### src/rtl/mem_port_arbiter_if.sv
// Bus bundle for mem_port_arbiter: the fetch port, the data port, the
// per-transaction mode bits and the memory-controller side.
//
// Handshake: fetchReq/dataReq are levels sampled only while the arbiter is
// idle; once a port is granted its request may drop without cancelling the
// transaction. Each granted transaction ends with exactly one one-cycle
// fetchDone/dataDone pulse, qualified by busErr, and the read data is valid
// in that cycle and held afterwards. Towards the memory controller,
// mcRequest is a one-cycle pulse. The mc* address/data/mode lines stay
// stable until mcStatus==2 reports completion.
interface mem_port_arbiter_if;
  logic        fetchReq;
  logic [31:0] fetchAddr;
  logic        fetchDone;
  logic [31:0] fetchData;
  logic        dataReq;
  logic        dataWe;
  logic [31:0] dataAddr;
  logic [31:0] dataWrData;
  logic        dataDone;
  logic [31:0] dataRdData;
  logic        addrVirtual;
  logic        execMode;
  logic        busErr;
  logic [31:0] mcRamAddress;
  logic [31:0] mcRamIn;
  logic        mcRequest;
  logic        mcWriteEnable;
  logic        mcAddrVirtual;
  logic        mcExecMode;
  logic [31:0] RamOutput;
  logic [1:0]  mcStatus;

  // Arbiter view: serves both requesters and drives the memory controller.
  modport slave (
    input  fetchReq, fetchAddr, dataReq, dataWe, dataAddr, dataWrData,
           addrVirtual, execMode, RamOutput, mcStatus,
    output fetchDone, fetchData, dataDone, dataRdData, busErr,
           mcRamAddress, mcRamIn, mcRequest, mcWriteEnable,
           mcAddrVirtual, mcExecMode
  );

  // Environment view: the requesters plus the memory controller.
  modport master (
    output fetchReq, fetchAddr, dataReq, dataWe, dataAddr, dataWrData,
           addrVirtual, execMode, RamOutput, mcStatus,
    input  fetchDone, fetchData, dataDone, dataRdData, busErr,
           mcRamAddress, mcRamIn, mcRequest, mcWriteEnable,
           mcAddrVirtual, mcExecMode
  );
endinterface

### src/rtl/mem_port_arbiter.sv
// Two-port (fetch/data) round-robin arbiter in front of a single memory
// controller. One transaction at a time: IDLE -> ISSUE -> WAIT -> DONE.
// Optional feature macro MEM_ARB_TIMEOUT_EN: aborts a transaction that waits
// TIMEOUT_CYCLES cycles without completion, returning busErr=1 and
// 32'hDEADBEEF. Without the macro, WAIT lasts until completion and busErr=0.
module mem_port_arbiter #(
  parameter int TIMEOUT_CYCLES = 64
) (
  input  logic               clk,
  input  logic               reset,
  mem_port_arbiter_if.slave  bus,
  output logic [1:0]         dbgState
);

  typedef enum logic [1:0] {
    IDLE  = 2'd0,
    ISSUE = 2'd1,
    WAIT  = 2'd2,
    DONE  = 2'd3
  } state_t;

  state_t      state;
  state_t      stateNext;
  logic        grantData;   // port of the current/last grant, 1 = data port
  logic        anyReq;
  logic        pickData;
  logic        respOk;
  logic        timeoutHit;
  logic        finishWait;
  logic [31:0] capData;

  logic        mcRequestQ;
  logic        mcWeQ;
  logic        mcVirtQ;
  logic        mcExecQ;
  logic [31:0] mcAddrQ;
  logic [31:0] mcInQ;
  logic        fetchDoneQ;
  logic        dataDoneQ;
  logic [31:0] fetchDataQ;
  logic [31:0] dataRdDataQ;

  assign anyReq     = bus.fetchReq | bus.dataReq;
  // On a tie the data port wins only if fetch was granted last.
  assign pickData   = bus.dataReq & (~bus.fetchReq | ~grantData);
  assign respOk     = (bus.mcStatus == 2'd2);
  assign finishWait = (state == WAIT) & (respOk | timeoutHit);
  // A real completion takes precedence over a timeout in the same cycle.
  assign capData    = respOk ? bus.RamOutput : 32'hDEADBEEF;

`ifdef MEM_ARB_TIMEOUT_EN
  localparam int CNT_W = $clog2(TIMEOUT_CYCLES) + 1;

  logic [CNT_W-1:0] waitCnt;
  logic             abortQ;
  logic             busErrQ;

  assign timeoutHit = (state == WAIT) & ~respOk &
                      (waitCnt == CNT_W'(TIMEOUT_CYCLES - 1));

  // Count consecutive WAIT cycles; remember an abort until its DONE pulse.
  always_ff @(posedge clk or negedge reset) begin
    if (!reset) begin
      waitCnt <= '0;
      abortQ  <= 1'b0;
      busErrQ <= 1'b0;
    end else begin
      waitCnt <= (state == WAIT) ? waitCnt + CNT_W'(1) : '0;
      if (timeoutHit) begin
        abortQ <= 1'b1;
      end else if (state == DONE) begin
        abortQ <= 1'b0;
      end
      busErrQ <= (state == DONE) & abortQ;
    end
  end

  assign bus.busErr = busErrQ;
`else
  assign timeoutHit = 1'b0;
  assign bus.busErr = 1'b0;
`endif

  // State register.
  always_ff @(posedge clk or negedge reset) begin
    if (!reset) begin
      state <= IDLE;
    end else begin
      state <= stateNext;
    end
  end

  // Next-state logic.
  always_comb begin
    stateNext = state;
    case (state)
      IDLE:    if (anyReq) stateNext = ISSUE;
      ISSUE:   stateNext = WAIT;
      WAIT:    if (respOk || timeoutHit) stateNext = DONE;
      DONE:    stateNext = IDLE;
      default: stateNext = IDLE;
    endcase
  end

  // Grant latch: the winner's command is frozen until the next grant.
  always_ff @(posedge clk or negedge reset) begin
    if (!reset) begin
      grantData <= 1'b1;
      mcAddrQ   <= '0;
      mcInQ     <= '0;
      mcWeQ     <= 1'b0;
      mcVirtQ   <= 1'b0;
      mcExecQ   <= 1'b0;
    end else if (state == IDLE && anyReq) begin
      grantData <= pickData;
      mcAddrQ   <= pickData ? bus.dataAddr : bus.fetchAddr;
      mcInQ     <= pickData ? bus.dataWrData : 32'h0;
      mcWeQ     <= pickData & bus.dataWe;
      mcVirtQ   <= bus.addrVirtual;
      mcExecQ   <= bus.execMode;
    end
  end

  // Controller request pulse, read-data capture and completion pulses.
  always_ff @(posedge clk or negedge reset) begin
    if (!reset) begin
      mcRequestQ  <= 1'b0;
      fetchDoneQ  <= 1'b0;
      dataDoneQ   <= 1'b0;
      fetchDataQ  <= '0;
      dataRdDataQ <= '0;
    end else begin
      mcRequestQ <= (state == ISSUE);
      fetchDoneQ <= (state == DONE) & ~grantData;
      dataDoneQ  <= (state == DONE) & grantData;
      if (finishWait) begin
        if (grantData) begin
          dataRdDataQ <= capData;
        end else begin
          fetchDataQ <= capData;
        end
      end
    end
  end

  assign bus.mcRequest     = mcRequestQ;
  assign bus.mcRamAddress  = mcAddrQ;
  assign bus.mcRamIn       = mcInQ;
  assign bus.mcWriteEnable = mcWeQ;
  assign bus.mcAddrVirtual = mcVirtQ;
  assign bus.mcExecMode    = mcExecQ;
  assign bus.fetchDone     = fetchDoneQ;
  assign bus.dataDone      = dataDoneQ;
  assign bus.fetchData     = fetchDataQ;
  assign bus.dataRdData    = dataRdDataQ;
  assign dbgState          = state;

endmodule
### src/flat_wrapper.sv
// flat-port wrapper written by rule: the top's interface ports become plain ports
module mem_port_arbiter_flat 
#(
  parameter int TIMEOUT_CYCLES = 64
)
  (clk, reset, dbgState, bus_fetchReq, bus_fetchAddr, bus_dataReq, bus_dataWe, bus_dataAddr, bus_dataWrData, bus_addrVirtual, bus_execMode, bus_RamOutput, bus_mcStatus, bus_fetchDone, bus_fetchData, bus_dataDone, bus_dataRdData, bus_busErr, bus_mcRamAddress, bus_mcRamIn, bus_mcRequest, bus_mcWriteEnable, bus_mcAddrVirtual, bus_mcExecMode);
  mem_port_arbiter_if bus_i ();
  input  logic clk;
  input  logic reset;
  output logic [1:0] dbgState;
  input wire logic [$bits(bus_i.fetchReq)-1:0] bus_fetchReq;
  input wire logic [$bits(bus_i.fetchAddr)-1:0] bus_fetchAddr;
  input wire logic [$bits(bus_i.dataReq)-1:0] bus_dataReq;
  input wire logic [$bits(bus_i.dataWe)-1:0] bus_dataWe;
  input wire logic [$bits(bus_i.dataAddr)-1:0] bus_dataAddr;
  input wire logic [$bits(bus_i.dataWrData)-1:0] bus_dataWrData;
  input wire logic [$bits(bus_i.addrVirtual)-1:0] bus_addrVirtual;
  input wire logic [$bits(bus_i.execMode)-1:0] bus_execMode;
  input wire logic [$bits(bus_i.RamOutput)-1:0] bus_RamOutput;
  input wire logic [$bits(bus_i.mcStatus)-1:0] bus_mcStatus;
  output wire logic [$bits(bus_i.fetchDone)-1:0] bus_fetchDone;
  output wire logic [$bits(bus_i.fetchData)-1:0] bus_fetchData;
  output wire logic [$bits(bus_i.dataDone)-1:0] bus_dataDone;
  output wire logic [$bits(bus_i.dataRdData)-1:0] bus_dataRdData;
  output wire logic [$bits(bus_i.busErr)-1:0] bus_busErr;
  output wire logic [$bits(bus_i.mcRamAddress)-1:0] bus_mcRamAddress;
  output wire logic [$bits(bus_i.mcRamIn)-1:0] bus_mcRamIn;
  output wire logic [$bits(bus_i.mcRequest)-1:0] bus_mcRequest;
  output wire logic [$bits(bus_i.mcWriteEnable)-1:0] bus_mcWriteEnable;
  output wire logic [$bits(bus_i.mcAddrVirtual)-1:0] bus_mcAddrVirtual;
  output wire logic [$bits(bus_i.mcExecMode)-1:0] bus_mcExecMode;
  assign bus_i.fetchReq = bus_fetchReq;
  assign bus_i.fetchAddr = bus_fetchAddr;
  assign bus_i.dataReq = bus_dataReq;
  assign bus_i.dataWe = bus_dataWe;
  assign bus_i.dataAddr = bus_dataAddr;
  assign bus_i.dataWrData = bus_dataWrData;
  assign bus_i.addrVirtual = bus_addrVirtual;
  assign bus_i.execMode = bus_execMode;
  assign bus_i.RamOutput = bus_RamOutput;
  assign bus_i.mcStatus = bus_mcStatus;
  assign bus_fetchDone = bus_i.fetchDone;
  assign bus_fetchData = bus_i.fetchData;
  assign bus_dataDone = bus_i.dataDone;
  assign bus_dataRdData = bus_i.dataRdData;
  assign bus_busErr = bus_i.busErr;
  assign bus_mcRamAddress = bus_i.mcRamAddress;
  assign bus_mcRamIn = bus_i.mcRamIn;
  assign bus_mcRequest = bus_i.mcRequest;
  assign bus_mcWriteEnable = bus_i.mcWriteEnable;
  assign bus_mcAddrVirtual = bus_i.mcAddrVirtual;
  assign bus_mcExecMode = bus_i.mcExecMode;
  mem_port_arbiter #(.TIMEOUT_CYCLES(TIMEOUT_CYCLES)) u_core (.clk(clk), .reset(reset), .bus(bus_i), .dbgState(dbgState));
endmodule
### config.mk
export PLATFORM = sky130hd
export DESIGN_NAME = mem_port_arbiter_flat
export DESIGN_NICKNAME = d
export VERILOG_FILES = /design/src/rtl/mem_port_arbiter_if.sv /design/src/rtl/mem_port_arbiter.sv /design/src/flat_wrapper.sv
export SDC_FILE = /design/constraint.sdc
export NUM_CORES = 1
export LEC_CHECK = 0
export CORE_MARGIN = 5
export CORE_UTILIZATION = 36
export DETAILED_ROUTE_END_ITERATION = 16
export PLACE_DENSITY = 0.86
export SLEW_MARGIN = 15
export SYNTH_ARGS = -nofsm -noshare
export SYNTH_HDL_FRONTEND = slang
export SYNTH_SLANG_ARGS = --single-unit
export TNS_END_PERCENT = 20
### constraint.sdc
create_clock -name clk -period 1.5 [get_ports clk]
set_input_delay 0.375 -clock clk [delete_from_list [all_inputs] [get_ports clk]]
set_output_delay 0.375 -clock clk [all_outputs]
set_load 0.02 [all_outputs]
======== Word level (Yosys, flattened, before mapping) ========
Index checks and enable logic that the tools add are counted.
storage, ports and cells
  register bits after elaboration ......... 137
  latch bits .............................. 0
  memory bits (writable) .................. 0
  memory bits (read-only) ................. 0
  input port bits ......................... 137
  output and inout port bits .............. 137
  word-level logic and storage cells ...... 38
  memories kept ........................... 0
cells by class
  $add $sub $neg .......................... 0
  multipliers ............................. 0
  div/mod/pow operators ................... 0
  magnitude comparators ................... 0
  equal/unequal tests ..................... 6
  shifts and indexed selects .............. 0
  muxes and demuxes ....................... 6
  bitwise logic cells ..................... 9
  reduce and logical (&&, ||, !) cells .... 5
operators with widths
  operator                                                count
  two-way mux 32 bit                                      3
  case mux 2 bit (4 select lines)                         1
  equality test 2 bit (second input constant)             3
  AND reduction 2 bit                                     3
  AND 1 bit                                               5
  two-way mux 2 bit                                       2
  inequality test 2 x 1 -> 1 bit (second input constant)  2
  equality test 2 x 1 -> 1 bit (second input constant)    1
  logical NOT 2 bit                                       1
  NOT 1 bit                                               2
  bitwise OR 1 bit                                        2
  logical AND 1 bit                                       1

======== Logic depth before layout (Yosys ltp) ========
  depth in word-level cells ............... 4
  gate-level depth with buffers ........... 7
  depth with buffers taken out ............ 5

======== Least setup slack after synthesis ========
OpenSTA, ideal clock, no wires.
  path type ............................... register -> register
  start ................................... register u_core.state[0] (netlist: u_core.dbgState[0])
  end ..................................... register u_core.fetchDataQ[10] (netlist: u_core.bus.fetchData[10])
  library setup time ...................... 0.125 ns
  data arrival time ....................... 1.635 ns
  data required time ...................... 1.375 ns
  path slack .............................. -0.259 ns
  cell stages (with the launch flop) ...... 6
  path buffers ............................ 1
  period minus slack after synthesis ...... 1.759 ns
  cell sequence ........................... dfrtp_1 inv_1 ha_1 nor3b_4 buf_6 mux2_2
between the ends
  word-level cells in the longest chain between the ends .. 3
RTL lines
  element                        RTL line                 text
  start: declaration             mem_port_arbiter.sv:22   state_t state;
  start signal: assignment       mem_port_arbiter.sv:89   state <= stateNext;
  equality test 2 bit            mem_port_arbiter.sv:47   assign finishWait = (state == WAIT) & (respOk | timeoutHit);
  AND 1 bit                      mem_port_arbiter.sv:47
  AND reduction 2 bit (no line)  n/a
  end signal: assignment         mem_port_arbiter.sv:140  fetchDataQ <= capData;
  end: declaration               mem_port_arbiter.sv:40   logic [31:0] fetchDataQ;
Every way passes these cells.
A chain may end at the register's enable or synchronous reset.

======== Worst setup path in the final report ========
  start ................................... register u_core.state[0] (netlist: u_core.dbgState[0])
  end ..................................... register u_core.fetchDataQ[7] (netlist: u_core.bus.fetchData[7])
Same word-level chain as after synthesis.

==> results_tabular.tex <==
\begin{tabular}{lr}
\hline
Metric & Value \\
\hline
\multicolumn{2}{l}{\textbf{Run status}} \\
\quad Result of the run & finished, violations left \\
\quad Violations in the final reports & setup timing \\
\multicolumn{2}{l}{\textbf{Floorplan}} \\
\quad Starting utilization of the core area & 37.1\% \\
\quad Die Width & 133 um \\
\quad Placeable core region & 0.0146 mm2 \\
\quad Die area & 0.0176 mm2 \\
\quad DIE HEIGHT & 133 um \\
\quad Count of boundary I/O pins & 274 \\
\quad Num rows & 44 \\
\multicolumn{2}{l}{\textbf{Timing}} \\
\quad Skew final & 0.00728 ns \\
\quad Final setup violation count & 52 \\
\quad Final Worst Setup Slack & -0.106 ns \\
\quad Number of hold violations in the final report & 0 \\
\quad Max Fclk & 623 MHz \\
\quad Hold Slack & 0.416 ns \\
\quad Slew Viols, Final & 0 \\
\quad Final cycle utilization of the critical path & 107\% \\
\quad Clock period minus final worst setup slack & 1.61 ns \\
\quad Setup repair after global routing missed its margin & true \\
\multicolumn{2}{l}{\textbf{Routing}} \\
\quad DRC violation total after the first TritonRoute iteration & 208 \\
\quad Total via count after detailed routing & 4563 \\
\quad Remaining antenna violation count & 0 \\
\quad Routed length per instance & 19.0 um \\
\quad Wire length on met2 & 8450 um \\
\quad Final Routed Wirelength & 17200 um \\
\quad Post-route met1 wirelength & 6660 um \\
\quad Via-to-Cell Ratio & 5.01 \\
\quad First-pass DRT Iterations & 4 \\
\quad DRC violation count after routing & 0 \\
\quad Max Used Layer & met4 \\
\quad Met3 routed WL & 1580 um \\
\multicolumn{2}{l}{\textbf{Global route}} \\
\quad Number of antenna violations at the first check in global routing & 0 \\
\quad Remaining global-route overflow & 0 \\
\quad Vias in the first global route & 4923 \\
\quad First-pass GRT wire length & 25600 um \\
\quad Largest net degree at the start of global routing & 58 \\
\quad Overall Global Routing Usage & 18.3\% \\
\multicolumn{2}{l}{\textbf{Pwr}} \\
\quad Power Density & 2250 mW/mm2 \\
\quad Leak & 4.18 nW \\
\quad Worst IR Drop VDD & 1130 uV \\
\quad Post-layout power & 20.4 mW \\
\multicolumn{2}{l}{\textbf{Cells and area}} \\
\quad Growth of design area from synthesis to finish & 67.2\% \\
\quad Antenna diode count & 0 \\
\quad Share of post-route cells with drive strength above 1 & 31.4\% \\
\quad Number of nets in the finished design & 855 \\
\quad Area of the multi-input gates & 0.00192 mm2 \\
\quad Fill cell count & 1097 \\
\quad Area occupied by registers & 0.00343 mm2 \\
\multicolumn{2}{l}{\textbf{Placed design}} \\
\quad IO buf count & 272 \\
\quad Routability-driven placement congestion ratio & 0.805 \\
\quad Estimated wirelength of the detail-placed design & 12200 um \\
\multicolumn{2}{l}{\textbf{Worst setup path}} \\
\quad FF-to-FF path depth & 6 \\
\quad Cell type with the highest occurrence count on the critical path & sky130\_fd\_sc\_hd\_\_buf\_6 \\
\quad Crit path capture type & flip-flop \\
\quad Slowest library cell on the worst path & sky130\_fd\_sc\_hd\_\_dfrtp\_2 \\
\quad Worst path bufs/invs & 3 \\
\quad Category of the most critical setup path & flip-flop to flip-flop \\
\quad Largest stage delay, worst path & 0.40 ns \\
\quad Register-to-register setup slack & -0.11 ns \\
\quad Max Fanout on Critical Path & 8 \\
\quad Startpoint of the worst-slack reg-to-reg timing path & u\_core.dbgState[0] \\
\quad Beginning of the critical path & u\_core.dbgState[0] \\
\quad Crit path max-delay family & flip-flops \\
\quad Reg-to-Reg End & u\_core.bus.fetchData[7] \\
\quad Required time worst endpoint & 1.78 ns \\
\quad Worst setup SP type & flip-flop \\
\quad Data arrival at the endpoint of the critical path & 1.89 ns \\
\quad Ordered cell list for the critical path & inv\_2 > ha\_4 > nor3b\_4 > buf\_6 > buf\_6 > mux2\_2 \\
\multicolumn{2}{l}{\textbf{Synthesis}} \\
\quad Number of warnings issued by yosys & 0 \\
\quad Post-synth cell types & 27 \\
\quad Most used standard cell by instance count after synthesis & sky130\_fd\_sc\_hd\_\_dfrtp\_1 \\
\quad Post-synth ARST share & 100\% \\
\quad Synthesized area per cell & 12.9 um2 \\
\quad Top cells by count, synth & 136 x sky130\_fd\_sc\_hd\_\_dfrtp\_1, 65 x sky130\_fd\_sc\_hd\_\_a21oi\_1, 60 x sky130\_fd\_sc\_hd\_\_mux2\_2, 38 x sky130\_fd\_sc\_hd\_\_nand2\_1, 33 x sky130\_fd\_sc\_hd\_\_a22o\_1 \\
\quad Cell type contributing the most total cell area after synthesis & sky130\_fd\_sc\_hd\_\_dfrtp\_1 \\
\quad Most used flip-flop cell after synthesis & sky130\_fd\_sc\_hd\_\_dfrtp\_1 \\
\quad Count of state elements after synthesis & 137 \\
\quad Cell count after synthesis & 420 \\
\quad Biggest area contributors in the synthesized netlist & sky130\_fd\_sc\_hd\_\_dfrtp\_1 63\%, sky130\_fd\_sc\_hd\_\_mux2\_2 12\%, sky130\_fd\_sc\_hd\_\_a21oi\_1 6.0\% \\
\quad Synthesized cell area & 0.00543 mm2 \\
\quad Share of Yosys cell area claimed by the top area cell type & 62.7\% \\
\quad Mapped Nets & 562 \\
\quad Sequential cell area fraction in the yosys report & 63.2\% \\
\quad Count of flip-flops with a built-in enable after synthesis & 0 \\
\multicolumn{2}{l}{\textbf{Clock tree}} \\
\quad Clock buffers created by TritonCTS & 17 \\
\quad TritonCTS Sinks & 137 \\
\quad Clock-pin slew of the registers on the worst-case setup and hold paths & 0.06 ns \\
\quad Cell at the root of the clock tree & sky130\_fd\_sc\_hd\_\_clkbuf\_16 \\
\quad Source-to-sink clock delay at the later pin of the worst-skew pair & 0.41 ns \\
\quad CTS tree & built \\
\quad Deepest level of the CTS H-tree & 4 \\
\quad Clock Path Buffers & 2 \\
\multicolumn{2}{l}{\textbf{Min path}} \\
\quad Type of the tightest min-delay check & input pin to asynchronous set/reset pin \\
\multicolumn{2}{l}{\textbf{Job}} \\
\quad Max cap viols & 0 \\
\hline
\end{tabular}
-- flip-flops by register name, summed over array words and instances, names as in the netlist --
name                      count
u_core.bus.dataRdData        32
u_core.bus.mcExecMode         1
u_core.bus.fetchData         32
u_core.bus.mcAddrVirtual      1
u_core.bus.fetchDone          1
u_core.bus.mcRequest          1
u_core.bus.mcRamAddress      32
u_core.bus.mcWriteEnable      1
u_core.bus.dataDone           1
u_core.dbgState               2
u_core.grantData              1
u_core.bus.mcRamIn           32
-- worst reg2reg max path, stage by stage, from the launching register on --
cell and delay [ns]:
sky130_fd_sc_hd__dfrtp_2 0.40, sky130_fd_sc_hd__inv_2 0.09, sky130_fd_sc_hd__ha_4 0.15, sky130_fd_sc_hd__nor3b_4 0.22
sky130_fd_sc_hd__buf_6 0.14, sky130_fd_sc_hd__buf_6 0.15, sky130_fd_sc_hd__mux2_2 0.34
-- layout by cell type, fill, tap and decap left out, types with 6 or more instances in the layout --
| cell | n |
|---|---|
| sky130_fd_sc_hd__clkdlybuf4s15_2 | 9 |
| sky130_fd_sc_hd__nand2_1 | 38 |
| sky130_fd_sc_hd__buf_4 | 12 |
| sky130_fd_sc_hd__buf_12 | 9 |
| sky130_fd_sc_hd__clkdlybuf4s15_1 | 49 |
| sky130_fd_sc_hd__clkbuf_16 | 23 |
| sky130_fd_sc_hd__buf_6 | 6 |
| sky130_fd_sc_hd__a22o_1 | 33 |
| sky130_fd_sc_hd__clkdlybuf4s50_1 | 135 |
| sky130_fd_sc_hd__mux2_4 | 16 |
| sky130_fd_sc_hd__mux2_2 | 44 |
| sky130_fd_sc_hd__dfrtp_1 | 134 |
| sky130_fd_sc_hd__a21oi_2 | 6 |
| sky130_fd_sc_hd__nor2_1 | 32 |
| sky130_fd_sc_hd__clkbuf_2 | 74 |
| sky130_fd_sc_hd__a21oi_1 | 59 |
-- where the power goes --
| group | switching, mW | internal, mW |
|---|---|---|
| Clock | 1.55 | 3.01 |
| Combinational | 5.03 | 4.18 |
| Sequential | 1.08 | 5.54 |
-- kinds of logic (layout without fill, tap and decap cells) --
family / after synthesis / count (layout) / synth area share [%]
muxes: 65 / 65 / 13.5
other: 1 / 1 / 0.0691
AOI/OAI and AO/OA: 104 / 104 / 12.3
adders and majority gates: 5 / 5 / 1.15
DFF: 137 / 137 / 63.2
buffers and inverters: 31 / 337 / 3.55
and+or+nand+nor: 77 / 77 / 6.20
-- area by class of cell --
cell class	instances	share of cell area, %
Tap cell	184	2.54
Multi-Input combinational cell	252	21.2
Clock buffer	22	5.45
Sequential cell	137	37.8
Clock inverter	10	1.79
Timing Repair Buffer	303	31.1
Inverter	2	0.0828
-- routing by layer --
layer | vias to the layer above | GRT usage, %
met3 | 42 | 6.91
li1 | 2056 | -
met5 | - | 0
met4 | 0 | 7.39
met1 | 2218 | 21.0
met2 | 247 | 30.8
-- worst max-delay path by stage --
stage	to	slack, ns	depth (start not counted)
3_5_place_dp	u_core.bus.fetchData[26]	-0.49	5
3_3_place_gp	u_core.bus.fetchData[24]	-0.45	5
6_report	u_core.bus.fetchData[7]	-0.11	6
5_1_grt	u_core.bus.fetchData[12]	-0.14	6
4_1_cts	u_core.bus.fetchData[23]	-0.1	5
2_1_floorplan	u_core.bus.fetchData[10]	-0.12	5
-- through the flow --
step | area [um2] | instances | utilization, % | setup slack [ns] | setup TNS (ns)
after floorplan | 5440 | 420 | - | -0.124 | -3.70
after global placement | 8470 | 866 | 57.9 | -0.452 | -40.70
after detailed placement | 8470 | 866 | 57.9 | -0.490 | -46.33
after CTS | 9100 | 899 | 62.1 | -0.0972 | -2.62
after global routing | 9070 | 910 | 61.9 | -0.139 | -9.13
final | 9070 | 910 | 61.9 | -0.106 | -3.08
-- what timing repair did --
item | in CTS | in global routing
endpoints found under the hold margin | 23 | 0
pin swaps | 2 | 16
hold buffers | 1 | 0
setup buffers | 0 | 4
endpoints found under the setup margin | 175 | 210
cloned | 0 | 7
gates resized for setup | 250 | 141
(Power assumes the default switching activity.)
